===== src/rtl/itr_ctrl_if.sv =====
// Bundle of the interrupt controller's event, core-output and status signals.
//   src       : interrupt event lines (rising-edge sensitive)
//   out_en    : core output strobe
//   addr_out  : core output address
//   data_out  : core output data (mask in the low NSRC bits)
//   itr       : one-cycle interrupt pulse to the core
//   itr_id    : index of the source in service
//   busy      : high from grant until end-of-interrupt
//   pending   : pending request register (status)
// master: the side driving events and core writes; slave: the controller.
interface itr_ctrl_if #(
  parameter int NSRC   = 4,
  parameter int NBDATA = 23,
  parameter int NUIOOU = 8
);
  localparam int IDW = (NSRC > 1) ? $clog2(NSRC) : 1;
  localparam int AW  = (NUIOOU > 1) ? $clog2(NUIOOU) : 1;

  logic [NSRC-1:0]   src;
  logic              out_en;
  logic [AW-1:0]     addr_out;
  logic [NBDATA-1:0] data_out;
  logic              itr;
  logic [IDW-1:0]    itr_id;
  logic              busy;
  logic [NSRC-1:0]   pending;

  modport master (
    output src, out_en, addr_out, data_out,
    input  itr, itr_id, busy, pending
  );

  modport slave (
    input  src, out_en, addr_out, data_out,
    output itr, itr_id, busy, pending
  );
endinterface


===== src/rtl/itr_ctrl.sv =====
// Interrupt controller for the core's single-bit itr input.
// Latches rising edges of NSRC event lines as pending requests, masks them
// under software control (write to MSKADR), grants the lowest-index eligible
// request, emits a one-cycle itr pulse and waits for an end-of-interrupt
// write (to EOIADR) before granting again.
// Ports:
//   clk  : system clock, rising edge
//   rst  : synchronous active-low reset
//   bus  : itr_ctrl_if slave modport (src, out_en, addr_out, data_out in;
//          itr, itr_id, busy, pending out)
module itr_ctrl #(
  parameter int NSRC   = 4,
  parameter int NBDATA = 23,
  parameter int NUIOOU = 8,
  parameter int MSKADR = 6,
  parameter int EOIADR = 7
) (
  input  logic       clk,
  input  logic       rst,
  itr_ctrl_if.slave  bus
);
  localparam int IDW = (NSRC > 1) ? $clog2(NSRC) : 1;
  localparam int AW  = (NUIOOU > 1) ? $clog2(NUIOOU) : 1;

  typedef enum logic [1:0] {IDLE, FIRE, SRV} state_t;

  state_t          state, state_nxt;
  logic [NSRC-1:0] src_q;
  logic [NSRC-1:0] rise;
  logic [NSRC-1:0] pending;
  logic [NSRC-1:0] mask;
  logic [NSRC-1:0] eligible;
  logic [NSRC-1:0] grant_clr;
  logic [IDW-1:0]  itr_id;
  logic [IDW-1:0]  grant_idx;
  logic            grant_hit;
  logic            grant;
  logic            mask_wr;
  logic            eoi_wr;
  logic            unused_data;

  assign unused_data = ^bus.data_out[NBDATA-1:NSRC];

  assign rise     = bus.src & ~src_q;
  assign eligible = pending & mask;
  assign mask_wr  = bus.out_en && (bus.addr_out == AW'(MSKADR));
  assign eoi_wr   = bus.out_en && (bus.addr_out == AW'(EOIADR));
  assign grant    = (state == IDLE) && grant_hit;

  // Fixed priority: the first hit scanning upward from index 0 wins.
  always_comb begin
    grant_hit = 1'b0;
    grant_idx = '0;
    for (int unsigned i = 0; i < NSRC; i++) begin
      if (eligible[i] && !grant_hit) begin
        grant_hit = 1'b1;
        grant_idx = IDW'(i);
      end
    end
  end

  always_comb begin
    grant_clr = '0;
    if (grant) grant_clr[grant_idx] = 1'b1;
  end

  // State register
  always_ff @(posedge clk) begin
    if (!rst) state <= IDLE;
    else      state <= state_nxt;
  end

  // Next-state logic
  always_comb begin
    state_nxt = state;
    unique case (state)
      IDLE: if (grant_hit) state_nxt = FIRE;
      FIRE: state_nxt = SRV;
      SRV:  if (eoi_wr) state_nxt = IDLE;
      default: state_nxt = IDLE;
    endcase
  end

  // Outputs decoded from the state register only, so itr has no input path.
  always_comb begin
    bus.itr     = (state == FIRE);
    bus.busy    = (state != IDLE);
    bus.itr_id  = itr_id;
    bus.pending = pending;
  end

  // Datapath registers. A new rise on the source being granted wins over its
  // clear, so the OR with rise comes after the clear.
  always_ff @(posedge clk) begin
    if (!rst) begin
      src_q   <= bus.src;
      pending <= '0;
      mask    <= '0;
      itr_id  <= '0;
    end else begin
      src_q   <= bus.src;
      pending <= (pending & ~grant_clr) | rise;
      if (mask_wr) mask <= bus.data_out[NSRC-1:0];
      if (grant) itr_id <= grant_idx;
    end
  end
endmodule


===== src/flat_wrapper.sv =====
// flat-port wrapper written by rule: the top's interface ports become plain ports
module itr_ctrl_flat 
#(
  parameter int NSRC   = 4,
  parameter int NBDATA = 23,
  parameter int NUIOOU = 8,
  parameter int MSKADR = 6,
  parameter int EOIADR = 7
)
  (clk, rst, bus_src, bus_out_en, bus_addr_out, bus_data_out, bus_itr, bus_itr_id, bus_busy, bus_pending);
  itr_ctrl_if #(.NSRC(NSRC), .NBDATA(NBDATA), .NUIOOU(NUIOOU)) bus_i ();
  input  logic clk;
  input  logic rst;
  input wire logic [$bits(bus_i.src)-1:0] bus_src;
  input wire logic [$bits(bus_i.out_en)-1:0] bus_out_en;
  input wire logic [$bits(bus_i.addr_out)-1:0] bus_addr_out;
  input wire logic [$bits(bus_i.data_out)-1:0] bus_data_out;
  output wire logic [$bits(bus_i.itr)-1:0] bus_itr;
  output wire logic [$bits(bus_i.itr_id)-1:0] bus_itr_id;
  output wire logic [$bits(bus_i.busy)-1:0] bus_busy;
  output wire logic [$bits(bus_i.pending)-1:0] bus_pending;
  assign bus_i.src = bus_src;
  assign bus_i.out_en = bus_out_en;
  assign bus_i.addr_out = bus_addr_out;
  assign bus_i.data_out = bus_data_out;
  assign bus_itr = bus_i.itr;
  assign bus_itr_id = bus_i.itr_id;
  assign bus_busy = bus_i.busy;
  assign bus_pending = bus_i.pending;
  itr_ctrl #(.NSRC(NSRC), .NBDATA(NBDATA), .NUIOOU(NUIOOU), .MSKADR(MSKADR), .EOIADR(EOIADR)) u_core (.clk(clk), .rst(rst), .bus(bus_i));
endmodule

===== config.mk =====
export PLATFORM = sky130hd
export DESIGN_NAME = itr_ctrl_flat
export DESIGN_NICKNAME = d
export VERILOG_FILES = /design/src/rtl/itr_ctrl_if.sv /design/src/rtl/itr_ctrl.sv /design/src/flat_wrapper.sv
export SDC_FILE = /design/constraint.sdc
export NUM_CORES = 1
export LEC_CHECK = 0
export CAP_MARGIN = 20
export CORE_UTILIZATION = 37
export CTS_CLUSTER_DIAMETER = 30
export CTS_CLUSTER_SIZE = 8
export DETAILED_ROUTE_END_ITERATION = 8
export PLACE_DENSITY_LB_ADDON = 0.05
export SYNTH_ARGS = -nofsm -noshare
export SYNTH_HDL_FRONTEND = slang
export SYNTH_SLANG_ARGS = --single-unit

===== constraint.sdc =====
create_clock -name clk -period 1.5 [get_ports clk]
set_input_delay 0.15 -clock clk [delete_from_list [all_inputs] [get_ports clk]]
set_output_delay 0.15 -clock clk [all_outputs]
set_load 0.05 [all_outputs]

==> out/results.tsv <==
stage	metric	value	unit
synth	syn_inst	67	
critical_path	crit_required	1.35	ns
floorplanning	die_width	43.2	um
synth	synth-async-reset-ratio	0	%
route	drt_iter0_markers	9	
synth	synth.top_cell.area_share	51.0	%
flow_run	maxCapViolCount	0	
cts	clock_sinks	16	
cts	h-tree-depth	1	
pwr	p_int	653	uW
pwr	p_clk_share	32.3	%
cts	clock_latency	0.28	ns
placement	hpwl	961	um
route	antenna_left	0	
cells_and_area	drive_above_1_share	23.9	%
sta	tightest_slew	0.337	ns
sta	fin_skew	0.00581	ns
status	status	complete, no violations	
route	drcViolationCount	0	
cts	clk_pin_slew_worst_paths	0.09	ns
placement	place_inst	104	
pwr	pwr_density_cell	959	nW/um2
sta	fin_crit	1.30	ns
critical_path	crit_path_end_kind	output port	
cts	holdBufCountCts	0	
synth	synth-seq-cells	16	
global_route	grt_max_degree	11	
hold_path	hold_class	primary input to register	
critical_path	reg2reg_depth	3	
synth	netlist_area	628	um2
cells_and_area	layoutNonFillerInstCount	108	
critical_path	path_delay_family	flip-flops	
route	via_count	558	
sta	whs	0.320	ns
floorplanning	core	1540	um2
cts	cts_setup_buffers	0	
critical_path	path_buf_inv	1	
placement	dp_slack	0.124	ns
sta	hold_viol_final	0	
cells_and_area	nNetsFinal	126	
route	wl_per_cell	11.0	um
critical_path	startpoint_type	register	
sta	fin_crit_sh	86.7	%
sta	slew_headroom	77.4	%
critical_path	crit_path_start	u_core.state[0]$_SDFFE_PN0P_	
sta	grt_setup_unrepaired	false	
critical_path	timing.rr.start	u_core.bus.pending[1]$_SDFF_PN0_	
pwr	swShare	24.5	%
cells_and_area	fill_cells	142	
floorplanning	initial_core_util	40.7	%
synth	yosys.cell_types.count	27	
global_route	antenna_found_initial	0	
synth	synth_top_cell_by_area	dfxtp_1	
synth	avgSynthCellArea	9.37	um2
cts	cts_root_buf	clkbuf_4	
route	post_drt_via_cell_ratio	5.17	
pwr	ir_drop	0.588	mV
floorplanning	die_h	43.2	um
synth	synth_edf_count	0	
critical_path	crit_chain	nor2b_1 -> buf_12	
sta	max_freq	769	MHz
global_route	grt_usage	14.5	%
critical_path	cp.depth	2	
critical_path	critPathMaxStageDelay	0.41	ns
pwr	comb_power_share	15.0	%
critical_path	slowest_stage	dfxtp_1	
pwr	p_seq_share	52.7	%
global_route	grt_pass1_wl	1.98	mm
critical_path	arrival	1.15	ns
cts	cts_repair_resize_count	0	
sta	slew_violations	0	
sta	setup_ws	0.199	ns
synth	synth.net_count	100	
sta	finalSetupTns	0	ns
critical_path	worstPathMaxFanout	3	
pwr	leakage	0.000368	uW
global_route	grt_pass1_vias	498	
synth	synth_area_leaders	dfxtp_1 51%, nand2_1 6.0%, o21ai_0 4.8%, nand3_1 3.2%, a21oi_1 2.4%	
global_route	globalRoute.totalOverflow	0	
cts	cts_tree	built	
floorplanning	rows	14	
synth	yosysSeqAreaShare	51.0	%
cts	cts_buffers	3	
synth	ys.flop_type	dfxtp_1	
floorplanning	die-area	1870	um2
sta	setup_viol	0	
route	wirelength	1.19	mm
critical_path	reg2reg_to	u_core.bus.pending[2]$_SDFF_PN0_	
cts	cts_max_path_buffers	2	
pwr	power_switching	212	uW
cells_and_area	layout-area-overhead-vs-synth	43.6	%
placement	port_buffers	21	
cells_and_area	antenna_cells	0	
floorplanning	pin_count	41	
critical_path	critPathKind	register to output port	
critical_path	rrSetupSlack	0.45	ns
placement	place_congestion	0.757	
critical_path	endpoint	bus_itr	
route	dr.pass1.iters	3	
synth	yosys_warnings	0	
[through the flow]
stage               total power [uW]  area, um2  util, %
global placement                 595        866     56.2
finish                           865        902     58.5
CTS                              874        902     58.5
global route                     906        902     58.5
floorplan                        532        628        -
detailed placement               597        866     56.2
[sequential cells by signal (all words and copies together) (netlist names)]
register,cells
u_core.src_q,4
u_core.state,2
u_core.bus.pending,4
u_core.bus.itr_id,2
u_core.mask,4
[cells by family after synthesis]
group | after synthesis | synth area share (%)
AOI/OAI and AO/OA | 19 | 22.1
buffers and inverters | 5 | 3.59
DFF | 16 | 51.0
and+or+nand+nor | 27 | 23.3
[synth_stat cells (2+ instances only)]
master,instances
nor2_1,2
inv_1,3
a21oi_1,3
nand2_1,10
nor2b_1,2
a31oi_1,2
nand4_1,2
o21ai_0,6
nand3_1,4
dfxtp_1,16
[per-layer routing]
| metal | vias up | track usage, % | share of wire [%] |
|---|---|---|---|
| met5 | - | 0 | 0 |
| met4 | 0 | 1.82 | 0.59 |
| met3 | 2 | 8.09 | 6.5 |
| met2 | 19 | 24.5 | 47 |
| met1 | 247 | 16.3 | 45 |
| li1 | 290 | - | - |
[worst min-delay path by stage]
stage / endpoint / startpoint / cells after the start
2_1_floorplan: u_core.src_q[0]$_DFF_P_ / bus_src[0] / 0
3_3_place_gp: u_core.bus.pending[3]$_SDFF_PN0_ / u_core.mask[3]$_SDFFE_PN0P_ / 1
3_5_place_dp: u_core.bus.pending[3]$_SDFF_PN0_ / u_core.mask[3]$_SDFFE_PN0P_ / 1
4_1_cts: u_core.src_q[2]$_DFF_P_ / bus_src[2] / 1
5_1_grt: u_core.src_q[2]$_DFF_P_ / bus_src[2] / 1
6_report: u_core.src_q[2]$_DFF_P_ / bus_src[2] / 1
[cell type report]
type                            count  area, um2  area share (%)
Sequential cell                    16        320            35.5
Multi-Input combinational cell     46        285            31.6
Timing Repair Buffer               22        223            24.7
Clock buffer                        4       36.3            4.02
Tap cell                           16       20.0            2.22
Inverter                            4       17.5            1.94
[cell usage in the layout (no fill, tap or decap), types with 2 or more instances in the layout]
master	n
inv_1	3
o21ai_0	6
buf_4	7
a21oi_1	3
nand2_1	10
nor2b_1	2
nor2_1	2
clkbuf_4	3
a31oi_1	2
nand4_1	2
clkdlybuf4s50_1	13
dfxtp_1	16
nand3_1	4
buf_12	2
[power groups by stage]
stage	Clock [uW]	Sequential [uW]	Combinational, uW
2_1_floorplan	0	495	36.7
3_3_place_gp	0	466	129
3_5_place_dp	0	466	131
4_1_cts	287	456	131
5_1_grt	308	459	139
6_report	279	456	130
Power figures use the tool's default switching activity.
==> edit, RTL diff (same settings) <==
`NUIOOU` is set to 8 in 3 places; all go to 16.
--- a/src/rtl/itr_ctrl_if.sv
+++ b/src/rtl/itr_ctrl_if.sv
@@ -12,5 +12,5 @@
   parameter int NSRC   = 4,
   parameter int NBDATA = 23,
-  parameter int NUIOOU = 8
+  parameter int NUIOOU = 16
 );
   localparam int IDW = (NSRC > 1) ? $clog2(NSRC) : 1;
--- a/src/rtl/itr_ctrl.sv
+++ b/src/rtl/itr_ctrl.sv
@@ -12,5 +12,5 @@
   parameter int NSRC   = 4,
   parameter int NBDATA = 23,
-  parameter int NUIOOU = 8,
+  parameter int NUIOOU = 16,
   parameter int MSKADR = 6,
   parameter int EOIADR = 7
--- a/src/flat_wrapper.sv
+++ b/src/flat_wrapper.sv
@@ -4,5 +4,5 @@
   parameter int NSRC   = 4,
   parameter int NBDATA = 23,
-  parameter int NUIOOU = 8,
+  parameter int NUIOOU = 16,
   parameter int MSKADR = 6,
   parameter int EOIADR = 7
Ports: changed (resized bus_addr_out); port bits go from 41 to 42. No check against the original RTL was run, so the function may have changed too.
==> edit against the original RTL <==
- sequential cell count unchanged
- wire length increased by 4.0%
- worst setup slack got worse by 77 ps
- power decreased by 1.7%
- critical path depth increased by 1
- design area decreased by 0.28%
- area after synthesis decreased by 4.0%
- critical endpoint is now u_core.bus.itr_id[1]
==> edit: results (changes against the original RTL) <==
<table>
<tr><th>Metric</th><th>Value</th></tr>
<tr><th colspan="2">Logic synthesis</th></tr>
<tr><td>Largest cells by area after synthesis</td><td>sky130_fd_sc_hd__dfxtp_1, sky130_fd_sc_hd__a21oi_1, sky130_fd_sc_hd__o21ai_0, sky130_fd_sc_hd__nand3b_1, sky130_fd_sc_hd__and4b_1</td></tr>
<tr><td>Most common library cells after synthesis</td><td>sky130_fd_sc_hd__dfxtp_1, sky130_fd_sc_hd__a21oi_1, sky130_fd_sc_hd__o21ai_0</td></tr>
<tr><td>Count of distinct cell types in the synthesized netlist</td><td>21 (-22%)</td></tr>
<tr><td>Total nets after synthesis</td><td>95 (-5.0%)</td></tr>
<tr><td>Fraction of the mapped netlist area in compound gates</td><td>25.1% (+3.0 points)</td></tr>
<tr><th colspan="2">Run status</th></tr>
<tr><td>Run status</td><td>finished clean</td></tr>
<tr><th colspan="2">Detailed routing</th></tr>
<tr><td>Total wirelength of the detailed-routed design</td><td>1.23 mm (+4.0%)</td></tr>
<tr><td>Wire length on met3</td><td>46 um (-40%)</td></tr>
<tr><td>Number of detailed-route iterations in the first pass</td><td>4 (+1)</td></tr>
<tr><td>Via count</td><td>551 (-1.3%)</td></tr>
<tr><td>WL met2</td><td>590 um (+5.0%)</td></tr>
<tr><td>DRC marker count from the first detailed-route iteration</td><td>6 (-3)</td></tr>
<tr><td>Total routed wire length on the met1 layer</td><td>555 um (+3.4%)</td></tr>
<tr><th colspan="2">Placed design</th></tr>
<tr><td>Detailed Place HPWL</td><td>968 um (+0.75%)</td></tr>
<tr><td>Port Buffer Count</td><td>22 (+4.8%)</td></tr>
<tr><td>Routability Congestion</td><td>0.706 (-6.6%)</td></tr>
<tr><th colspan="2">Critical path</th></tr>
<tr><td>Data arrival at the endpoint of the critical path</td><td>1560 ps (+410 ps)</td></tr>
<tr><td>CP max FO</td><td>4 (+1)</td></tr>
<tr><th colspan="2">Global route</th></tr>
<tr><td>Global router's overall resource usage</td><td>16.4% (+1.9 points)</td></tr>
<tr><td>Vias in the first global route</td><td>525 (+5.4%)</td></tr>
<tr><td>First-pass GRT wire length</td><td>2.13 mm (+7.3%)</td></tr>
<tr><th colspan="2">Power</th></tr>
<tr><td>Worst vdd rail ir drop</td><td>0.552 mV (-6.1%)</td></tr>
<tr><td>Share of total power consumed by net switching</td><td>23.6% (-0.91 points)</td></tr>
<tr><th colspan="2">Layout</th></tr>
<tr><td>Proportion of layout cells with a drive suffix above 1</td><td>18.0% (-5.9 points)</td></tr>
<tr><td>Nets</td><td>124 (-1.6%)</td></tr>
<tr><td>Number of filler instances in the final layout</td><td>147 (+3.5%)</td></tr>
<tr><th colspan="2">Timing</th></tr>
<tr><td>Final setup skew</td><td>2.89 ps (-2.92 ps)</td></tr>
<tr><td>Transition time at the pin with the least slew margin</td><td>447 ps (+110 ps)</td></tr>
<tr><th colspan="2">Clock tree</th></tr>
<tr><td>Setup repair bufs after CTS</td><td>0 (unchanged)</td></tr>
</table>
[edit: critical path, stage by stage, from the launching register on]
cell and delay, ps:
sky130_fd_sc_hd__dfxtp_1 340, sky130_fd_sc_hd__a222oi_1 470, sky130_fd_sc_hd__a21oi_1 210, sky130_fd_sc_hd__o221a_1 250
[edit: logic make-up after synthesis]
family                 count (synthesis)
AND/OR/NAND/NOR                       18
flip-flops                            16
buffers and inverters                  4
AO/OA/AOI/OAI                         23
[edit: stage by stage]
step	worst slack [ps]	std cells	hold slack (ps)	cell area, um2	utilization, %
after floorplan	12.5	61	178	603	-
after global placement	123	100	473	856	56.8
after detailed placement	115	100	472	856	56.8
after CTS	104	104	322	892	59.2
after global routing	24.9	105	308	900	59.7
final	122	105	331	900	59.7
[edit: final timing paths]
kind | from | endpoint | slack, ps | depth (start not counted)
worst max-delay path | u_core.bus.pending[2] | u_core.bus.itr_id[1] | 120 | 3
worst min-delay path | bus_src[1] | u_core.src_q[1] | 330 | 1
worst max register to register | u_core.bus.pending[2] | u_core.bus.itr_id[1] | 120 | 3
worst min register to register | u_core.src_q[0] | u_core.bus.pending[0] | 480 | 2
[edit: power groups by stage]
stage / combinational, mW / clock, mW / sequential [mW]
finish: 0.121 / 0.279 / 0.451
global route: 0.129 / 0.315 / 0.454
CTS: 0.121 / 0.292 / 0.452
detailed placement: 0.121 / 0 / 0.461
global placement: 0.120 / 0 / 0.461
floorplan: 0.0258 / 0 / 0.489
[edit: area by class of cell]
cell class,instances,area share (%)
Clock buffer,4,4.03
Multi-Input combinational cell,41,29.8
Timing Repair Buffer,24,26.7
Sequential cell,16,35.6
Tap cell,16,2.23
Inverter,4,1.67
[edit: metal layers]
layer	vias to the layer above	GRT usage [%]
li1	284	-
met1	251	17.9
met2	12	26.8
met3	4	5.17
met4	0	11.3
met5	-	0
